**config.mk**
```make
export PLATFORM = sky130hd
export DESIGN_NAME = muldiv_sequencer
export DESIGN_NICKNAME = d
export VERILOG_FILES = /design/src/rtl/muldiv_sequencer.sv
export SDC_FILE = /design/constraint.sdc
export NUM_CORES = 1
export LEC_CHECK = 0
export BUFFER_PORTS_ARGS = -buffer_cell sky130_fd_sc_hd__buf_2
export CELL_PAD_IN_SITES_DETAIL_PLACEMENT = 1
export CELL_PAD_IN_SITES_GLOBAL_PLACEMENT = 2
export CORE_ASPECT_RATIO = 0.6
export CORE_MARGIN = 4
export CORE_UTILIZATION = 40
export CTS_BUF_LIST = sky130_fd_sc_hd__clkbuf_8 sky130_fd_sc_hd__clkbuf_16
export DETAILED_ROUTE_END_ITERATION = 10
export PLACE_DENSITY = 0.86
export SYNTH_ARGS = -nofsm -noshare
export SYNTH_HDL_FRONTEND = slang
export SYNTH_SLANG_ARGS = --single-unit
```
**constraint.sdc**
```tcl
create_clock -name clk -period 10.4 [get_ports clk]
set_input_delay 1.56 -clock clk [delete_from_list [all_inputs] [get_ports clk]]
set_output_delay 1.56 -clock clk [all_outputs]
set_load 0.02 [all_outputs]
```
**src/rtl/muldiv_sequencer.sv**
```systemverilog
// Iterative MULT/DIV unit for the MIPS datapath: one shift-add or restoring-subtract step per clock into HI/LO.
// Latency: done pulses WIDTH+2 edges after the accepting edge; start is ignored while busy; flush aborts RUN/FIX.
module muldiv_sequencer #(
    parameter int WIDTH = 32
) (
    input  logic             clk,
    input  logic             rst_n,
    input  logic             start,
    input  logic             op_div,
    input  logic             is_signed,
    input  logic [WIDTH-1:0] a,
    input  logic [WIDTH-1:0] b,
    input  logic             flush,
    output logic             busy,
    output logic             done,
    output logic [WIDTH-1:0] hi,
    output logic [WIDTH-1:0] lo,
    output logic             div_by_zero
);
    localparam int CW = $clog2(WIDTH) + 1;
    localparam logic [CW-1:0] CNT_INIT = CW'(WIDTH - 1);

    typedef enum logic [1:0] {IDLE, RUN, FIX, DONE} state_t;

    state_t               state_q, state_d;
    logic [CW-1:0]        cnt_q, cnt_d;
    logic [2*WIDTH-1:0]   acc_q, acc_d;
    logic [WIDTH-1:0]     rem_q, rem_d;
    logic [WIDTH-1:0]     opnd_q, opnd_d;
    logic [WIDTH-1:0]     a_raw_q, a_raw_d;
    logic                 op_div_q, op_div_d;
    logic                 neg_res_q, neg_res_d;
    logic                 neg_a_q, neg_a_d;
    logic                 b_zero_q, b_zero_d;
    logic [WIDTH-1:0]     hi_q, hi_d;
    logic [WIDTH-1:0]     lo_q, lo_d;
    logic                 dbz_q, dbz_d;

    logic [WIDTH-1:0]     mag_a, mag_b;
    logic [WIDTH:0]       mul_sum;
    logic [WIDTH:0]       div_sh, div_diff;
    logic                 div_qbit;
    logic [2*WIDTH-1:0]   prod;
    logic [WIDTH-1:0]     quot, rmd, fix_hi, fix_lo;

    assign mag_a = (is_signed && a[WIDTH-1]) ? -a : a;
    assign mag_b = (is_signed && b[WIDTH-1]) ? -b : b;

    // Multiply: the multiplier sits in the low half and shifts out as the product shifts in.
    assign mul_sum = {1'b0, acc_q[2*WIDTH-1:WIDTH]} + {1'b0, (acc_q[0] ? opnd_q : {WIDTH{1'b0}})};

    // Divide: the dividend sits in acc_q[WIDTH-1:0]; quotient bits shift in from the right.
    assign div_sh   = {rem_q, acc_q[WIDTH-1]};
    assign div_diff = div_sh - {1'b0, opnd_q};
    assign div_qbit = ~div_diff[WIDTH];

    assign prod   = neg_res_q ? -acc_q : acc_q;
    assign quot   = acc_q[WIDTH-1:0];
    assign rmd    = rem_q;
    assign fix_hi = !op_div_q ? prod[2*WIDTH-1:WIDTH] :
                    b_zero_q  ? a_raw_q :
                    neg_a_q   ? -rmd : rmd;
    assign fix_lo = !op_div_q ? prod[WIDTH-1:0] :
                    b_zero_q  ? {WIDTH{1'b1}} :
                    neg_res_q ? -quot : quot;

    always_comb begin
        state_d   = state_q;
        cnt_d     = cnt_q;
        acc_d     = acc_q;
        rem_d     = rem_q;
        opnd_d    = opnd_q;
        a_raw_d   = a_raw_q;
        op_div_d  = op_div_q;
        neg_res_d = neg_res_q;
        neg_a_d   = neg_a_q;
        b_zero_d  = b_zero_q;
        hi_d      = hi_q;
        lo_d      = lo_q;
        dbz_d     = dbz_q;
        case (state_q)
            IDLE: begin
                if (start) begin
                    state_d   = RUN;
                    cnt_d     = CNT_INIT;
                    op_div_d  = op_div;
                    neg_res_d = is_signed & (a[WIDTH-1] ^ b[WIDTH-1]);
                    neg_a_d   = is_signed & a[WIDTH-1];
                    a_raw_d   = a;
                    b_zero_d  = (b == '0);
                    rem_d     = '0;
                    dbz_d     = 1'b0;
                    if (op_div) begin
                        acc_d  = {{WIDTH{1'b0}}, mag_a};
                        opnd_d = mag_b;
                    end else begin
                        acc_d  = {{WIDTH{1'b0}}, mag_b};
                        opnd_d = mag_a;
                    end
                end
            end
            RUN: begin
                if (flush) begin
                    state_d = IDLE;
                end else if (cnt_q[CW-1]) begin
                    // Counter wrapped past zero: all WIDTH steps are in, one settle cycle before FIX.
                    state_d = FIX;
                end else begin
                    cnt_d = cnt_q - 1'b1;
                    if (op_div_q) begin
                        rem_d            = div_qbit ? div_diff[WIDTH-1:0] : div_sh[WIDTH-1:0];
                        acc_d[WIDTH-1:0] = {acc_q[WIDTH-2:0], div_qbit};
                    end else begin
                        acc_d = {mul_sum, acc_q[WIDTH-1:1]};
                    end
                end
            end
            FIX: begin
                if (flush) begin
                    state_d = IDLE;
                end else begin
                    state_d = DONE;
                    hi_d    = fix_hi;
                    lo_d    = fix_lo;
                    dbz_d   = op_div_q & b_zero_q;
                end
            end
            DONE:    state_d = IDLE;
            default: state_d = IDLE;
        endcase
    end

    always_ff @(posedge clk or negedge rst_n) begin
        if (!rst_n) begin
            state_q   <= IDLE;
            cnt_q     <= '0;
            acc_q     <= '0;
            rem_q     <= '0;
            opnd_q    <= '0;
            a_raw_q   <= '0;
            op_div_q  <= 1'b0;
            neg_res_q <= 1'b0;
            neg_a_q   <= 1'b0;
            b_zero_q  <= 1'b0;
            hi_q      <= '0;
            lo_q      <= '0;
            dbz_q     <= 1'b0;
        end else begin
            state_q   <= state_d;
            cnt_q     <= cnt_d;
            acc_q     <= acc_d;
            rem_q     <= rem_d;
            opnd_q    <= opnd_d;
            a_raw_q   <= a_raw_d;
            op_div_q  <= op_div_d;
            neg_res_q <= neg_res_d;
            neg_a_q   <= neg_a_d;
            b_zero_q  <= b_zero_d;
            hi_q      <= hi_d;
            lo_q      <= lo_d;
            dbz_q     <= dbz_d;
        end
    end

    assign busy        = (state_q != IDLE);
    assign done        = (state_q == DONE);
    assign hi          = hi_q;
    assign lo          = lo_q;
    assign div_by_zero = dbz_q;
endmodule

```
* After elaboration in Yosys (flattened, before gate mapping)
Cells that the tools add are included.
Widths: inputs -> output; s select.
** Cells by class
- Add/sub/neg operators :: 8
- Equal/unequal tests :: 10
- Muxes and demuxes :: 36
- Bitwise logic cells :: 6
- Reduce and logical (&&, ||, !) cells :: 15
** Operator list (count)
- $mux 32 :: 18
- $mux 64 :: 4
- $neg 32->32 :: 4
- $pmux 64 s2 :: 1
- $neg 64->64 :: 1
- $pmux 32 s2 :: 1
- $add 32x32->33 :: 1
- $sub 33x32->33 :: 1
- $logic_not 32->1 :: 1
- $mux 6 :: 3
- $ne 2x2->1 const B :: 6
- $pmux 6 s2 :: 1
- $reduce_and 5->1 :: 2
- $mux 2 :: 4
- $pmux 2 s4 :: 1
- $reduce_and 2->1 :: 3
- $reduce_and 3->1 :: 2
- $reduce_bool 2->1 :: 3
- $sub 6x1->6 const B :: 1
- $eq 2x2->1 const B :: 2
- $reduce_and 4->1 :: 1
- $and 1x1->1 :: 3
- $ne 3x3->1 const B :: 1
- $eq 2x1->1 const B :: 1
- 6 further kinds :: 9
** Word-level totals
- Register bits :: 237
- Input bits :: 70
- Output and inout port bits :: 67
- Word-level logic and storage cells :: 90

* Logic depth before layout (Yosys ltp)
Gate-level depths: netlist (run 1).
- Word-level depth :: 6
- Mapped depth :: 14
- Depth with buffers taken out :: 13

* Worst setup path after synthesis (run 1)
No wires, ideal clock.
- Path kind :: input-to-reg
- Start point :: input port a[9]
- End point :: register acc_q[31]
- Library setup time :: 0.104 ns
- Data arrival time :: 3.673 ns
- Data required time :: 10.296 ns
- Path slack :: 6.624 ns
- Stages on the path :: 8
- Path buffers :: 1
- Cells stage by stage :: or4_1 > or3_1 > clkbuf_1 > nor4_2 > nand2_1 > o41ai_1 > nand3_1 > a221oi_1
** On the way
- Cells in the longest elaborated chain, start to end :: 5
** RTL lines
- start: declaration :: RTL line 11 : input logic [WIDTH-1:0] a,
- $neg 32->32 :: RTL line 46 : assign mag_a = (is_signed && a[WIDTH-1]) ? -a : a;
- $mux 32 :: RTL line 46
- $mux 32 :: RTL line 93 : if (op_div) begin
- $mux 64 :: RTL line 83 : if (start) begin
- $pmux 64 s2 :: RTL line 81 : case (state_q)
- end signal: assignment :: RTL line 137 : acc_q <= '0;
- end signal: assignment :: RTL line 151 : acc_q <= acc_d;
- end: declaration :: RTL line 27 : logic [2*WIDTH-1:0] acc_q, acc_d;
No other way between the ends. The select of a mux whose other input is x is not followed.
A chain may end at the register's enable or synchronous reset.

* Worst setup path after layout (run 1)
- Start point :: register acc_q[31]
- End point :: register rem_q[3]
** On the way
- Cells in the longest elaborated chain, start to end :: 6
** RTL lines
- $sub 33x32->33 :: RTL line 54 : assign div_diff = div_sh - {1'b0, opnd_q};
- $mux 32 :: RTL line 111 : rem_d = div_qbit ? div_diff[WIDTH-1:0] : div_sh[WIDTH-1:0];
- $mux 32 :: RTL line 110 : if (op_div_q) begin
- $mux 32 :: RTL line 105 : end else if (cnt_q[CW-1]) begin
- $mux 32 :: RTL line 103 : if (flush) begin
- $pmux 32 s2 :: RTL line 81
- end signal: assignment :: RTL line 152 : rem_q <= rem_d;
- end: declaration :: RTL line 28 : logic [WIDTH-1:0] rem_q, rem_d;
No other way between the ends. The select of a mux whose other input is x is not followed.

==> results of run 1 <==
[through the flow]
stage          std cells  setup slack (ns)
5_1_grt             2848              5.89
4_1_cts             2848              6.22
3_5_place_dp        2801              5.82
2_1_floorplan       2199              6.62
6_report            2848              6.16
3_3_place_gp        2801              5.86
[sequential cells by signal, summed over array words and instances, names as in the netlist]
signal and count:
a_raw_q 32, acc_q 64, b_zero_q 1, cnt_q 6, div_by_zero 1, hi 32, lo 32, neg_a_q 1
neg_res_q 1, op_div_q 1, opnd_q 32, rem_q 32, state_q 2
[where the power goes]
part / switching (mW) / internal [mW] / total [mW]
Sequential: 0.356 / 1.12 / 1.47
Combinational: 1.22 / 0.646 / 1.87
Clock: 0.425 / 0.510 / 0.935
[cell usage after synthesis, types with 7 or more instances]
| cell type | instances |
|---|---|
| or3_1 | 16 |
| buf_1 | 11 |
| nor4_1 | 14 |
| nand4_1 | 7 |
| o211ai_1 | 16 |
| inv_1 | 70 |
| a211oi_1 | 8 |
| o21ai_0 | 180 |
| nand2b_1 | 18 |
| ha_1 | 69 |
| o41ai_1 | 20 |
| a221oi_1 | 10 |
| a32oi_1 | 8 |
| a21oi_1 | 205 |
| nand2_1 | 328 |
| o31ai_1 | 41 |
| dfrtp_1 | 237 |
| xnor2_1 | 87 |
| xor2_1 | 117 |
| a21o_1 | 27 |
| or2_2 | 9 |
| and2_1 | 15 |
| o21bai_1 | 7 |
| o21ai_1 | 11 |
| a22oi_1 | 12 |
| o311ai_0 | 17 |
| nor3_1 | 44 |
| nor2_1 | 208 |
| a31oi_1 | 13 |
| mux2i_1 | 47 |
| and3_1 | 13 |
| nand3_1 | 65 |
| o221ai_1 | 11 |
| or4_1 | 19 |
| nor2b_1 | 16 |
| clkbuf_1 | 116 |
[logic make-up (layout without fill, tap and decap cells)]
group,after synthesis,count (layout),synth area share
DFF,237,237,0.339
xor gates and xnor gates,204,204,0.102
adders and majority gates,71,71,0.0516
buffers and inverters,203,273,0.0443
and+or+nand+nor,792,792,0.204
muxes,52,52,0.0301
AOI/OAI and AO/OA,640,640,0.229
[worst min-delay path, cell delays in order, from the launching register on]
cell,delay (ns)
dfrtp_1,0.34
nand2_1,0.04
o21ai_0,0.06
[cells in the final DEF, fill, tap and decap left out, drive strengths merged, types with 69 or more instances in the layout]
master | synthesis | routed
o21ai | 191 | 191
xnor2 | 87 | 87
nor2 | 208 | 208
a21oi | 205 | 205
ha | 69 | 69
nand2 | 328 | 328
dfrtp | 237 | 237
xor2 | 117 | 117
inv | 70 | 77
buf | 17 | 156
[cell type report]
| class | count | area share |
|---|---|---|
| clock buffer | 30 | 0.0363 |
| clock inverter | 17 | 0.00625 |
| inverter | 70 | 0.0135 |
| multi-input combinational | 1759 | 0.557 |
| sequential | 237 | 0.305 |
| tap | 579 | 0.0373 |
| timing repair buffer | 156 | 0.0439 |
[routing by layer]
metal / routed length (µm) / vias up / track usage
met5: 9 / - / 0
met4: 1520 / 2 / 0.0599
met3: 6620 / 70 / 0.0743
met2: 29200 / 634 / 0.415
met1: 35800 / 8720 / 0.466
li1: - / 7883 / -
[how the worst min path moves through the flow]
stage,startpoint,endpoint
finish,hi[1],hi[1]
global route,a_raw_q[14],a_raw_q[14]
CTS,a_raw_q[9],a_raw_q[9]
detailed placement,a_raw_q[9],a_raw_q[9]
global placement,a_raw_q[9],a_raw_q[9]
floorplan,a_raw_q[5],a_raw_q[5]
==> run_results.csv, run 1 <==
group,metric,value,unit
placed_design,gp_routability_congestion,0.961,
clocking,holdBufCountCts,0,
route,route.detailed.vias_per_inst,6.08,
timing,post-route-min-period,4.24,ns
final_layout,fin_area,0.0194,mm²
route,detail-route-antenna-nets,0,
timing,final-hold-violation-count,0,
floorplan,dieArea,0.0473,mm²
floorplan,core_area,0.0433,mm²
setup_path,cp-start-kind,"register",
timing,grt_setup_unrepaired,"false",
grt,grt_pass1_wl,109,mm
placed_design,port-buffer-count,136,
floorplan,die_y,170,µm
timing,finalSetupTns,0,ns
setup_path,critical_path_fanouts_max,44,
floorplan,io-pin-count,137,
setup_path,crit_required,10.83,ns
final_layout,final_util,0.449,
grt,grt_overflow,0,
clocking,path_clk_slew,0.07,ns
final_layout,final_layout_size_suffix_gt1_frac,0.105,
final_layout,layout.nets,2391,
route,detail_route.drc_violations,0,
synthesis,synth_top_cell_by_area,"dfrtp_1",
route,dr.first_iter.drc_count,1788,
setup_path,rr_endpoint,"rem_q[3]",
synthesis,dominantRegCellSynth,"dfrtp_1",
clocking,worstSkewPairLatency,0.58,ns
timing,hold-worst-slack,0.479,ns
setup_path,cp_data_arrival_time,4.67,ns
grt,first_global_vias,16800,
synthesis,synth-edff-count,0,
synthesis,synthesis.area,0.0175,mm²
floorplan,die_w,278,µm
setup_path,end_kind,"register",
setup_path,regToRegStartpoint,"acc_q[31]",
power,p_per_area,220,mW/mm²
synthesis,seq_total_area_yosys,0.339,
timing,report.final.setup_viol,0,
route,num_vias,17300,
setup_path,worstRegToRegCells,13,
setup_path,path_cells,"inv_1 -> ha_1 -> fa_1 -> nor2b_1 -> o2111ai_1 -> a21oi_1 -> or2_1 -> a211o_1 -> a31oi_2 -> xor2_2 -> buf_4 -> or4_1 -> o311ai_0",
grt,grt_max_degree,142,
final_layout,area_taken_by_multi_input_logic_gates,0.0108,mm²
power,p_leak,8.62,nW
clocking,clock_tree.htree_level_count,1,
route,wl_per_cell,25.7,µm
route,firstDrtPassIters,5,
clocking,clock-sinks,237,
setup_path,cp_slowest_stage_delay,0.60,ns
min_path,worst_hold_path_type,"register to register",
setup_path,r2r_slack,6.16,ns
route,routed_wl,73.1,mm
final_layout,antenna_cells_inserted,0,
placed_design,dpl.hpwl,56.1,mm
run_status,run_status,"finished clean",
clocking,inserted_clock_buffers,26,
timing,timing.slew.headroom,0.0571,
setup_path,worstSetupStartpoint,"acc_q[31]",
final_layout,fillerInstances,5360,
run,max-cap-violations,0,
timing,fin_crit_sh,0.408,
setup_path,cp_slowest_cell,"or4_1",
setup_path,timing.critical_path.to,"rem_q[3]",
synthesis,post_synth_inst_count,2199,
floorplan,placement_rows,59,
final_layout,register_area,0.00593,mm²
synthesis,post-synth-top-area-fraction,0.339,
clocking,ctsLongestPathBuffers,3,
synthesis,synthesis.area_per_instance,7.96,µm²
final_layout,area_delta_synth_final,11.0,%
clocking,cts-root-buf,"clkbuf_16",
floorplan,initial_core_util,0.405,
synthesis,synth_area_leaders,"dfrtp_1 (34%), nand2_1 (7.0%), a21oi_1 (5.9%)",
clocking,cts_setup_buffers,0,
timing,finalClockSkew,0.0324,ns
setup_path,timing.critical_path.depth,13,
synthesis,mapped_nets,2340,
min_path,min_delay_path_depth,2,
timing,maxClockFrequency,236,MHz
synthesis,yosys_warnings,0,
synthesis,post_synth_num_cell_types,74,
timing,final_max_slew_viol_count,0,
grt,overall_global_routing_usage,0.299,
setup_path,critical_path.top_delay_family,"simple AND/OR/NAND/NOR gates",
power,design_power_total,4.28,mW
power,power.ir.vdd_worst,0.000120,V
synthesis,async_reset_ff_frac,1.00,
timing,timing_worst_slew_pin_value,1.40,ns
setup_path,total_buffers_and_inverters_traversed_by_the_critical_path,2,
clocking,cts.repair.resized,0,
clocking,tritoncts,"built",
synthesis,ys_seq_elements,237,
grt,grt_antenna_before_repair,2,
placed_design,place_area,0.0186,mm²
setup_path,timing.setup.critical_path_class,"register to register",
No activity file was read; power rests on OpenSTA's default activity.
==> run 2, diff against run 1 <==
--- a/config.mk
+++ b/config.mk
@@ -10,10 +10,10 @@
 export CELL_PAD_IN_SITES_GLOBAL_PLACEMENT = 2
 export CORE_ASPECT_RATIO = 0.6
 export CORE_MARGIN = 4
-export CORE_UTILIZATION = 40
+export CORE_UTILIZATION = 33
 export CTS_BUF_LIST = sky130_fd_sc_hd__clkbuf_8 sky130_fd_sc_hd__clkbuf_16
 export DETAILED_ROUTE_END_ITERATION = 10
-export PLACE_DENSITY = 0.86
+export PLACE_DENSITY = 0.76
 export SYNTH_ARGS = -nofsm -noshare
 export SYNTH_HDL_FRONTEND = slang
 export SYNTH_SLANG_ARGS = --single-unit
==> constraint.sdc (replaced) <==
create_clock -name clk -period 3.9 [get_ports clk]
set_input_delay 0.585 -clock clk [delete_from_list [all_inputs] [get_ports clk]]
set_output_delay 0.585 -clock clk [all_outputs]
set_load 0.02 [all_outputs]
==> run_results.csv, run 2 (synthesis results as in run 1) <==
group,metric,value,unit
final_layout,final_util,0.386,
setup_path,end_kind,"register",
min_path,worst_hold_path_type,"input pin to register",
clocking,inserted_clock_buffers,27,
setup_path,worstRegToRegCells,12,
final_layout,area_delta_synth_final,15.9,%
floorplan,io-pin-count,137,
route,dr.first_iter.drc_count,1612,
route,routed_wl,76.5,mm
setup_path,worstSetupStartpoint,"opnd_q[8]",
route,num_vias,17500,
setup_path,cp_data_arrival_time,4.13,ns
clocking,tritoncts,"built",
final_layout,largest_register,"acc_q",
timing,final_max_slew_viol_count,0,
timing,timing_worst_slew_pin_value,1.20,ns
grt,grt_max_degree,92,
timing,fin_crit_sh,0.945,
power,power.ir.vdd_worst,0.000357,V
final_layout,largest_register_ff_count,64,
timing,post-route-min-period,3.69,ns
final_layout,most-common-layout-cells,"nand2_1 (327), dfrtp_1 (233), nor2_1 (207)",
route,firstDrtPassIters,5,
floorplan,initial_core_util,0.333,
route,route.detailed.vias_per_inst,5.74,
timing,grt_setup_unrepaired,"false",
grt,first_global_vias,17100,
clocking,cts-root-buf,"clkbuf_16",
clocking,clock-sinks,237,
placed_design,gp_routability_congestion,0.978,
final_layout,layout.cells.non_filler,3045,
placed_design,port-buffer-count,136,
floorplan,die_w,305,µm
run_status,run_status,"finished clean",
clocking,worstSkewPairLatency,0.59,ns
floorplan,die_y,186,µm
floorplan,placement_rows,65,
setup_path,cp-start-kind,"register",
final_layout,layout.nets,2463,
floorplan,dieArea,0.0569,mm²
final_layout,final_layout_size_suffix_gt1_frac,0.135,
timing,finalSetupTns,0,ns
route,detail_route.drc_violations,0,
run,max-cap-violations,0,
placed_design,dpl.hpwl,59.8,mm
power,design_power_total,12.0,mW
setup_path,rr_endpoint,"rem_q[3]",
setup_path,timing.setup.critical_path_class,"register to register",
route,detail-route-antenna-nets,0,
timing,maxClockFrequency,271,MHz
timing,timing.slew.headroom,0.195,
final_layout,antenna_cells_inserted,0,
floorplan,core_area,0.0525,mm²
timing,final-hold-violation-count,0,
setup_path,crit_required,4.34,ns
power,p_per_area,591,mW/mm²
clocking,ctsLongestPathBuffers,3,
grt,grt_pass1_wl,114,mm
route,wl_per_cell,25.1,µm
grt,overall_global_routing_usage,0.259,
power,p_leak,9.02,nW
placed_design,dp.cells,2991,
timing,hold-worst-slack,0.276,ns
timing,report.final.setup_viol,0,
setup_path,regToRegStartpoint,"opnd_q[8]",
grt,grt_antenna_before_repair,1,
clocking,clock_tree.htree_level_count,1,
grt,grt_overflow,0,
setup_path,timing.critical_path.to,"rem_q[3]",
setup_path,critical_path_fanouts_max,10,
clocking,path_clk_slew,0.07,ns
final_layout,final_common_cell,"nand2_1",
setup_path,r2r_slack,0.21,ns
timing,finalClockSkew,0.0408,ns
-- run 2: worst min path at each step --
stage	depth (start not counted)	endpoint	from
after floorplan	0	a_raw_q[0]	rst_n
final	2	state_q[1]	flush
after global placement	1	acc_q[57]	rst_n
after global routing	3	a_raw_q[4]	a[4]
after CTS	2	state_q[1]	flush
after detailed placement	1	acc_q[58]	rst_n
-- run 2: stage by stage --
stage / instance area, µm² / worst slack, ns
after floorplan: 17500 / 0.605
after global placement: 19300 / -0.114
after detailed placement: 19300 / -0.127
after CTS: 20200 / 0.106
after global routing: 20300 / 0.0459
final: 20300 / 0.215
-- run 2: area by class of cell --
type                            instances  area, µm²
Inverter                               70        267
Timing Repair inverter                  1       7.51
Clock buffer                           34        772
Tap cell                              703        880
Multi-Input combinational cell       1759      10800
Timing Repair Buffer                  226       1420
Sequential cell                       237       5940
Fill cell                            6439      32300
Clock inverter                         15        150
-- run 2: power breakdown --
group | switching [mW] | internal (mW)
clock | 1.16 | 1.59
sequential | 0.851 | 2.99
combinational | 3.45 | 1.95
total | 5.46 | 6.53
-- run 2: worst max-delay path, cell delays in order, from the launching register on --
cell	delay, ns
dfrtp_1	0.38
inv_1	0.25
ha_1	0.37
and4_1	0.27
a21oi_1	0.12
o21ai_0	0.18
or2_1	0.31
a211o_1	0.32
a31oi_2	0.33
xor2_2	0.19
buf_4	0.22
or4_1	0.51
o311ai_0	0.11
-- run 2: what timing repair did --
item / 4_1_cts / 5_1_grt
gates cloned: 0 / 1
endpoints found under the setup margin: 1 / 10
hold endpoints to repair: 17 / 0
gates resized for setup: 1 / 8
hold buffers: 1 / 0
setup buffers: 0 / 3
-- run 2: routing by layer --
| layer | wire length (µm) | global-route usage |
|---|---|---|
| met2 | 29200 | 0.342 |
| met3 | 7440 | 0.0900 |
| met4 | 1260 | 0.0403 |
| met1 | 38400 | 0.404 |
| met5 | 203 | 0.0241 |
